--- config.mk ---
export PLATFORM = sky130hd
export DESIGN_NAME = ro_edge_counter
export DESIGN_NICKNAME = d
export VERILOG_FILES = /design/src/rtl/ro_edge_counter.sv
export SDC_FILE = /design/constraint.sdc
export NUM_CORES = 1
export LEC_CHECK = 0
export ABC_AREA = 0
export CORE_MARGIN = 4
export CORE_UTILIZATION = 43
export DETAILED_ROUTE_END_ITERATION = 8
export MAX_ROUTING_LAYER = met4
export PLACE_DENSITY_LB_ADDON = 0.25
export SETUP_SLACK_MARGIN = 0.4
export SLEW_MARGIN = 20
export SYNTH_ARGS = -nofsm -noshare
export SYNTH_HDL_FRONTEND = slang
export SYNTH_SLANG_ARGS = --single-unit
--- constraint.sdc ---
create_clock -name CLK -period 5.3 [get_ports CLK]
set_input_delay 1.59 -clock CLK [delete_from_list [all_inputs] [get_ports CLK]]
set_output_delay 1.59 -clock CLK [all_outputs]
set_load 0.02 [all_outputs]
--- src/rtl/ro_edge_counter.sv ---
// ro_edge_counter: counts synchronized OSC rising edges over a WIN_CYCLES-long window of CLK cycles.
// Define RO_EDGE_COUNTER_SAT_EN to make the count saturate and report it on OVF; otherwise it wraps and OVF is 0.
module ro_edge_counter #(
  parameter int CNT_W = 24,
  parameter int WIN_W = 16
) (
  input  logic             CLK,
  input  logic             RST,
  input  logic             START,
  input  logic [WIN_W-1:0] WIN_CYCLES,
  input  logic             OSC,
  output logic             BUSY,
  output logic             DONE,
  output logic [CNT_W-1:0] COUNT,
  output logic             OVF
);
  localparam logic [1:0] S_IDLE   = 2'd0;
  localparam logic [1:0] S_COUNT  = 2'd1;
  localparam logic [1:0] S_FINISH = 2'd2;
  logic [1:0]       state_q, state_d;
  logic [WIN_W-1:0] win_q, win_d;
  logic [CNT_W-1:0] acc_q, acc_d, acc_inc, count_q, count_d;
  logic             s1_q, s2_q, edge_q, pulse, done_q, done_d;
  logic             sat_q, sat_d, sat_inc, ovf_q, ovf_d;
  assign pulse = s2_q & ~edge_q;
`ifdef RO_EDGE_COUNTER_SAT_EN
  assign acc_inc = (pulse && !(&acc_q)) ? acc_q + 1'b1 : acc_q;
  assign sat_inc = sat_q | (pulse & (&acc_q));
  assign OVF     = ovf_q;
`else
  assign acc_inc = acc_q + CNT_W'(pulse);
  assign sat_inc = 1'b0;
  assign OVF     = 1'b0;
`endif
  assign BUSY  = state_q == S_COUNT;
  assign DONE  = done_q;
  assign COUNT = count_q;
  always_comb begin
    state_d = state_q;
    win_d   = win_q;
    acc_d   = acc_q;
    sat_d   = sat_q;
    count_d = count_q;
    ovf_d   = ovf_q;
    done_d  = 1'b0;
    case (state_q)
      S_IDLE: if (START) begin
        win_d   = WIN_CYCLES;
        acc_d   = '0;
        sat_d   = 1'b0;
        state_d = (WIN_CYCLES == '0) ? S_FINISH : S_COUNT;
        done_d  = WIN_CYCLES == '0;
        count_d = (WIN_CYCLES == '0) ? '0 : count_q;
        ovf_d   = (WIN_CYCLES == '0) ? 1'b0 : ovf_q;
      end
      S_COUNT: begin
        acc_d = acc_inc;
        sat_d = sat_inc;
        win_d = win_q - 1'b1;
        // last window cycle: publish including this cycle's pulse so DONE lands in FINISH
        if (win_q == WIN_W'(1)) begin
          state_d = S_FINISH;
          done_d  = 1'b1;
          count_d = acc_inc;
          ovf_d   = sat_inc;
        end
      end
      default: state_d = S_IDLE;
    endcase
  end
  always_ff @(posedge CLK) begin
    if (RST) begin
      state_q <= S_IDLE;
      win_q   <= '0;
      acc_q   <= '0;
      sat_q   <= 1'b0;
      count_q <= '0;
      ovf_q   <= 1'b0;
      done_q  <= 1'b0;
      s1_q    <= 1'b0;
      s2_q    <= 1'b0;
      edge_q  <= 1'b0;
    end else begin
      state_q <= state_d;
      win_q   <= win_d;
      acc_q   <= acc_d;
      sat_q   <= sat_d;
      count_q <= count_d;
      ovf_q   <= ovf_d;
      done_q  <= done_d;
      s1_q    <= OSC;
      s2_q    <= s1_q;
      edge_q  <= s2_q;
    end
  end
endmodule
# Word-level counts from Yosys, hierarchy flattened

Cells that the tools add are included.

Input port bits: 20
Logic and storage cells: 38
Output and inout bits: 27
Bits in registers: 70

Mux-type cells: 15
$add $sub $neg: 2
Eq/ne operators: 5
Bitwise logic cells: 2
Reductions and logical operators: 6

Operators by type and width:

| operator                                             | number |
|---|---|
| 2-to-1 mux 24 bit                                    | 4 |
| one-hot mux 24 bit (2 select lines)                  | 2 |
| one-hot mux 16 bit (2 select lines)                  | 1 |
| adder 24 x 1 -> 24 bit                               | 1 |
| equality test 16 x 1 -> 1 bit, second input constant | 1 |
| logical NOT 16 bit                                   | 1 |
| 2-to-1 mux 16 bit                                    | 1 |
| subtractor 16 x 1 -> 16 bit, second input constant   | 1 |
| 2-to-1 mux 2 bit                                     | 3 |
| != test 2 bit, second input constant                 | 2 |
| one-hot mux 2 bit (2 select lines)                   | 1 |
| AND reduction 2 bit                                  | 2 |
| AND reduction 4 bit                                  | 1 |
| equality test 2 x 1 -> 1 bit, second input constant  | 1 |
| logical NOT 2 bit                                    | 1 |
| 2-to-1 mux 1 bit                                     | 2 |
| != test 2 x 1 -> 1 bit, second input constant        | 1 |
| one-hot mux 1 bit (2 select lines)                   | 1 |
| nonzero test 2 bit                                   | 1 |
| AND 1 bit                                            | 1 |
| inverter 1 bit                                       | 1 |

# Logic depth before layout (Yosys ltp)

Depth after elaboration: 5
Mapped depth: 10
Depth with buffers taken out: 8

# Worst setup path before layout

Ideal clock, no wire load.

Kind: register -> output
Start: reg state_q[1]
End: out BUSY
Path buffers: 4
Setup slack: 2,505 ps
Stages on the path, launching flop included: 7
Arrival time: 1,205 ps
Cells stage by stage: dfxtp_1 > buf_2 > nand2b_1 > buf_2 > inv_2 > buf_2 > buf_2

Cells in the longest elaborated chain, start to end: 1

RTL lines:

| item                         | line | source |
|---|---|---|
| from (decl)                  | 20   | `logic [1:0] state_q, state_d;` |
| from (signal assigned)       | 84   | `state_q <= state_d;` |
| equality test 2 x 1 -> 1 bit | 35   | `assign BUSY = state_q == S_COUNT;` |
| to (decl)                    | 12   | `output logic BUSY,` |

Every way passes these cells.

# Worst setup path after layout

Ends and elaborated chain as after synthesis.

==> impl_metrics.json <==
{
  "reg2reg_depth": 8,
  "fillers": 779,
  "met1_length_mm": 3.90,
  "highest-signal-layer": "met4",
  "worst_skew_pair.late_latency_ns": 0.35,
  "numCtsBuffers": 9,
  "final.setup.tns_ns": 0,
  "clockPowerShare": 0.413,
  "synth_common_cells": "dfxtp_1, a21oi_1, nand2_1",
  "rsz0062_at_grt": "false",
  "grt_max_degree": 47,
  "ys_top_cells_by_area": "dfxtp_1, a21oi_1, nand2_1",
  "final.period_utilization": 0.665,
  "synth.distinct_cells": 54,
  "grt_pass1_vias": 3064,
  "finClkSkew_ns": 0.00885,
  "post_cts_buffers": 0,
  "dieArea_mm2": 0.00973,
  "cts-resized-gates": 0,
  "finalHoldViolations": 0,
  "avgRoutedWirePerCell_um": 15.0,
  "drc": 0,
  "synthMostInstantiatedCell": "dfxtp_1",
  "worstPathRequired_ns": 3.71,
  "power.internal_mw": 0.873,
  "switching_share": 0.262,
  "tightest_slew_ns": 0.895,
  "ys.flop_type": "dfxtp_1",
  "ctsHoldBuffers": 0,
  "root_buffer": "clkbuf_8",
  "synth_edf_count": 0,
  "end_kind": "output pin",
  "io_pins": 47,
  "route.met2.wl_mm": 4.03,
  "initial_core_util": 0.450,
  "syn_nets": 466,
  "drive_gt1_frac": 0.0657,
  "hold_slack_ns": 0.445,
  "dr_wl_met3_um": 541,
  "slew_headroom": 0.398,
  "hpwl_mm": 5.78,
  "p_comb_frac": 0.115,
  "yosys.area.top_type": "dfxtp_1",
  "cts_max_level": 3,
  "start_kind": "flop",
  "syn2layout_area_growth_pct": 18.9,
  "outcome": "finished clean",
  "ys_ff_latch": 70,
  "setup_viol": 0,
  "rows": 32,
  "maxCapViolCount": 0,
  "first_pass_iters": 5,
  "grt.total_usage": 0.185,
  "insertedDiodeCount": 0,
  "die_w_um": 98.7,
  "path_clk_slew_ns": 0.08,
  "die-height_um": 98.7,
  "worstSetupStartpoint": "state_q[1]",
  "worstPathArrival_ns": 1.93,
  "gp_routability_congestion": 0.888,
  "endpoint": "BUSY",
  "fmax_mhz": 284,
  "drt_iter0_drc": 174,
  "vias_per_cell": 5.76,
  "timing.rr.start": "s2_q",
  "peakVddDrop_v": 0.000125,
  "grt_pass1_wl_mm": 14.5,
  "rrSetupSlack_ns": 2.78,
  "port_buffers": 45,
  "cts_buffer_depth": 2,
  "finalCriticalPeriod_ns": 3.52,
  "p_switching_mw": 0.310,
  "finalNetCount": 491,
  "drt-total-wl_mm": 8.63,
  "tritoncts": "yes",
  "synth_cells": 442,
  "cellLeakagePower_nw": 1.46,
  "num_vias": 3307,
  "reg2reg_to": "COUNT[20]",
  "hold_class": "flop to flop",
  "netlist_area_mm2": 0.00353,
  "clock_sinks": 70,
  "postRouteAntennaNets": 0,
  "async_flop_share": 0,
  "slew_violations": 0,
  "critPathKind": "flop to output pin",
  "antenna_found_initial": 0,
  "power_frac_seq": 0.472,
  "synth_top_area_frac": 0.397,
  "power.density_mw_per_mm2": 282,
  "ys_warn_count": 0,
  "core-area_mm2": 0.00785,
  "gr-total-overflow": 0,
  "synth-seq-area-share": 0.397,
  "syn_area_per_cell_um2": 7.99,
  "worst-path-max-fanout": 28
}
==> worst max-delay path, stage by stage, from the launching register on <==
cell and delay (ns):
dfxtp_1 0.52, nand2b_1 0.16, buf_4 0.31, inv_2 0.06, clkdlybuf4s50_1 0.54
==> through the flow <==
stage                     instance area, um2  cells   util  setup WS, ns  power [mW]
after floorplan                         3530    442      -          2.50       0.662
after global placement                  3970    558  0.505          1.59       0.701
after detailed placement                3970    558  0.505          1.54       0.703
after CTS                               4190    574  0.534          1.77        1.19
after global routing                    4200    574  0.535          1.68        1.23
final                                   4200    574  0.535          1.78        1.18
==> logic make-up (layout without fill, tap and decap cells) <==
kind of cell	after synthesis	count (layout)	synth area share
adder cells (fa/ha/maj)	4	4	0.0142
other	1	1	0.00106
AND/OR/NAND/NOR	191	191	0.289
multiplexers	1	1	0.00283
XOR/XNOR	15	15	0.0372
buffers and inverters	43	73	0.0559
AO/OA/AOI/OAI	117	117	0.204
flip-flops	70	70	0.397
==> power by group through the flow <==
stage / Sequential [mW] / Clock, mW / Combinational [mW]
finish: 0.558 / 0.489 / 0.136
detailed placement: 0.570 / 0 / 0.133
global route: 0.561 / 0.518 / 0.150
floorplan: 0.564 / 0 / 0.0976
global placement: 0.569 / 0 / 0.132
CTS: 0.557 / 0.495 / 0.134
==> layout make-up <==
class | count | area, um2 | share of cell area
Tap cell | 102 | 128 | 0.0304
Clock buffer | 11 | 141 | 0.0337
Sequential cell | 70 | 1400 | 0.334
Clock inverter | 5 | 82.6 | 0.0197
Multi-Input combinational cell | 329 | 1950 | 0.463
Timing Repair Buffer | 48 | 468 | 0.111
Inverter | 9 | 33.8 | 0.00804
==> flip-flops by register name, summed over array words and instances, names as in the netlist <==
signal,cells
COUNT,24
DONE,1
acc_q,24
edge_q,1
s1_q,1
s2_q,1
state_q,2
win_q,16
==> per-layer routing <==
layer / vias to the layer above / global-route usage
met3: 11 / 0.0262
li1: 1640 / -
met4: 0 / 0.0725
met5: - / -
met1: 1539 / 0.237
met2: 117 / 0.294
==> cells in the final DEF, fill, tap and decap left out, types with 8 or more instances in the layout <==
cell	n
a21oi_1	52
a22oi_1	10
clkbuf_8	10
clkdlybuf4s50_1	44
dfxtp_1	70
inv_1	8
nand2_1	48
nand3_1	26
nand3b_1	9
nand4_1	8
nor2_1	38
nor3_1	9
nor4_1	16
o21ai_0	23
xor2_1	10
==> how the worst min path moves through the flow <==
stage / startpoint / endpoint / slack, ns / cells after the start
4_1_cts: s1_q / s2_q / 0.45 / 1
3_3_place_gp: s1_q / s2_q / 0.42 / 1
5_1_grt: s1_q / s2_q / 0.46 / 1
3_5_place_dp: s1_q / s2_q / 0.43 / 1
6_report: s1_q / s2_q / 0.45 / 1
2_1_floorplan: s1_q / s2_q / 0.41 / 1
Note: power is estimated with default switching activity, not from simulation.
==> variant: new RTL, same settings <==
Add an input register stage for `START`, `WIN_CYCLES` and `OSC`; this delays them by one clock. Comments in the files are not updated.
--- a/src/rtl/ro_edge_counter.sv
+++ b/src/rtl/ro_edge_counter.sv
@@ -19,2 +19,13 @@
   localparam logic [1:0] S_FINISH = 2'd2;
+
+  logic START_q;
+  logic [WIN_W-1:0] WIN_CYCLES_q;
+  logic OSC_q;
+
+  always_ff @(posedge CLK) begin
+    START_q      <= START;
+    WIN_CYCLES_q <= WIN_CYCLES;
+    OSC_q        <= OSC;
+  end
+
   logic [1:0]       state_q, state_d;
@@ -46,10 +57,10 @@
     case (state_q)
-      S_IDLE: if (START) begin
-        win_d   = WIN_CYCLES;
+      S_IDLE: if (START_q) begin
+        win_d   = WIN_CYCLES_q;
         acc_d   = '0;
         sat_d   = 1'b0;
-        state_d = (WIN_CYCLES == '0) ? S_FINISH : S_COUNT;
-        done_d  = WIN_CYCLES == '0;
-        count_d = (WIN_CYCLES == '0) ? '0 : count_q;
-        ovf_d   = (WIN_CYCLES == '0) ? 1'b0 : ovf_q;
+        state_d = (WIN_CYCLES_q == '0) ? S_FINISH : S_COUNT;
+        done_d  = WIN_CYCLES_q == '0;
+        count_d = (WIN_CYCLES_q == '0) ? '0 : count_q;
+        ovf_d   = (WIN_CYCLES_q == '0) ? 1'b0 : ovf_q;
       end
@@ -90,3 +101,3 @@
       done_q  <= done_d;
-      s1_q    <= OSC;
+      s1_q    <= OSC_q;
       s2_q    <= s1_q;
Behaviour: not the same (Yosys sat finds a counterexample within 4 cycles, from zero or initial values and one cycle with RST high).
==> variant against the unedited design <==
Setup slack got worse by 0.13 ns. Highest routed layer unchanged. Global-route usage is 1.1 points lower. Synthesized area increased by 16%. Largest cell class unchanged. Sequential cell count grew 18. Sequential share of layout area grew 3.9 points. Non-clock buffer count increased by 3. Fmax is 3.7% lower. Largest power group unchanged. Wire length up 9.9%. Power up 14%. First-iteration DRC count shrank 29%. Register-to-register slack worse by 0.69 ns. Design area grew 13%. Critical path depth fell by 1. Critical path type unchanged. Worst hold slack better by 0.0062 ns.
==> variant: results (changes against the unedited design) <==
- Global router's overall resource usage: 17.41% (was 18.47%)
- Reg2reg start: state_q[0] (was s2_q)
- Fraction of layout instances using a drive strength above 1: 7.312% (was 6.568%)
- Wire length of the first global-routing pass: 15,500 µm (was 14,530 µm)
- Portion of netlist area occupied by mux cells: 0.7324% (was 0.2833%)
- Number of filler instances in the final layout: 884 (was 779)
- Switching power summed over all nets: 0.3427 mW (was 0.3097 mW)
- Synth top area cells: dfxtp_1 (43%), a21oi_1 (5.2%), nand2_1 (4.8%) (was dfxtp_1 (40%), a21oi_1 (7.4%), nand2_1 (5.1%))
- XOR/XNOR Fraction of Synth Area: 3.631% (was 3.718%)
- Fmax: 273.5 MHz (was 283.9 MHz)
- Detailed Place HPWL: 6194 µm (was 5780 µm)
- Highest-delay cell along the critical path: dfxtp_1 (was clkdlybuf4s50_1)
- Static power due to leakage: 1.650 nW (was 1.456 nW)
- Ratio of total power to cell area: 285.4 nW/µm² (was 281.6 nW/µm²)
- Fraction of the mapped netlist area in adder cells: 1.221% (was 1.416%)
- Pre-antenna DRT Iters: 4 (was 5)
- Via count of the first global-routing pass: 3,256 (was 3,064)
- Unique masters post-synth: 59 (was 54)
- Internal reg-to-reg setup slack: 2.09 ns (was 2.78 ns)
- Final Skew: 0.01449 ns (was 0.008846 ns)
- Cell count after synthesis: 480 (was 442)
- Detailed-route via count: 3,503 (was 3,307)
- Placement-stage cell area: 4508 µm² (was 3965 µm²)
- Pin count of the biggest net entering global routing: 60 (was 47)
- Fin util: 51.20% (was 53.52%)
- Run status: completed (unchanged)
- Cells on worst reg2reg path: 7 (was 8)
- Met1 track demand over resource in global routing: 20.92% (was 23.74%)
- Maximum fanout along the worst path: 25 (was 28)
- Starting DRC count in detailed routing: 124 (was 174)
- Post-Route WL: 9477 µm (was 8625 µm)
- Placed cell count: 619 (was 558)
- Total sequential power: 0.708 mW (was 0.558 mW)
- Slew at the pin with the worst max-slew slack: 1.026 ns (was 0.8949 ns)
[variant: cell count changes after synthesis, moves of 5 or more]
cell      delta
a211oi_1     +5
a21oi_1      -9
nor3_1       +6
o41ai_2      +5
clkbuf_1     +6
buf_2        -6
o21ai_0      -7
dfxtp_1     +18
o21ai_1      +6
[variant: area by class of cell]
cell class | count | area share (%)
multi-input combinational | 346 | 43.96
clock inverter | 3 | 1.428
clock buffer | 12 | 2.856
sequential | 88 | 37.24
inverter | 6 | 0.4761
timing repair buffer | 51 | 10.63
tap | 129 | 3.412
[variant: worst min path at each step]
stage | to | startpoint | slack, ns
final | s1_q | OSC_q | 0.45
after global routing | COUNT[1] | COUNT[1] | 0.47
after global placement | s1_q | OSC_q | 0.43
after floorplan | s1_q | OSC_q | 0.41
after CTS | COUNT[1] | COUNT[1] | 0.46
after detailed placement | s1_q | OSC_q | 0.44
[variant: worst register-to-register path: cells and delay by family, from the launching register on]
kind	cells	cell delay [ns]
simple gates	3	0.72
compound gates	2	1.11
flops	1	0.84
buf+inv	2	0.47
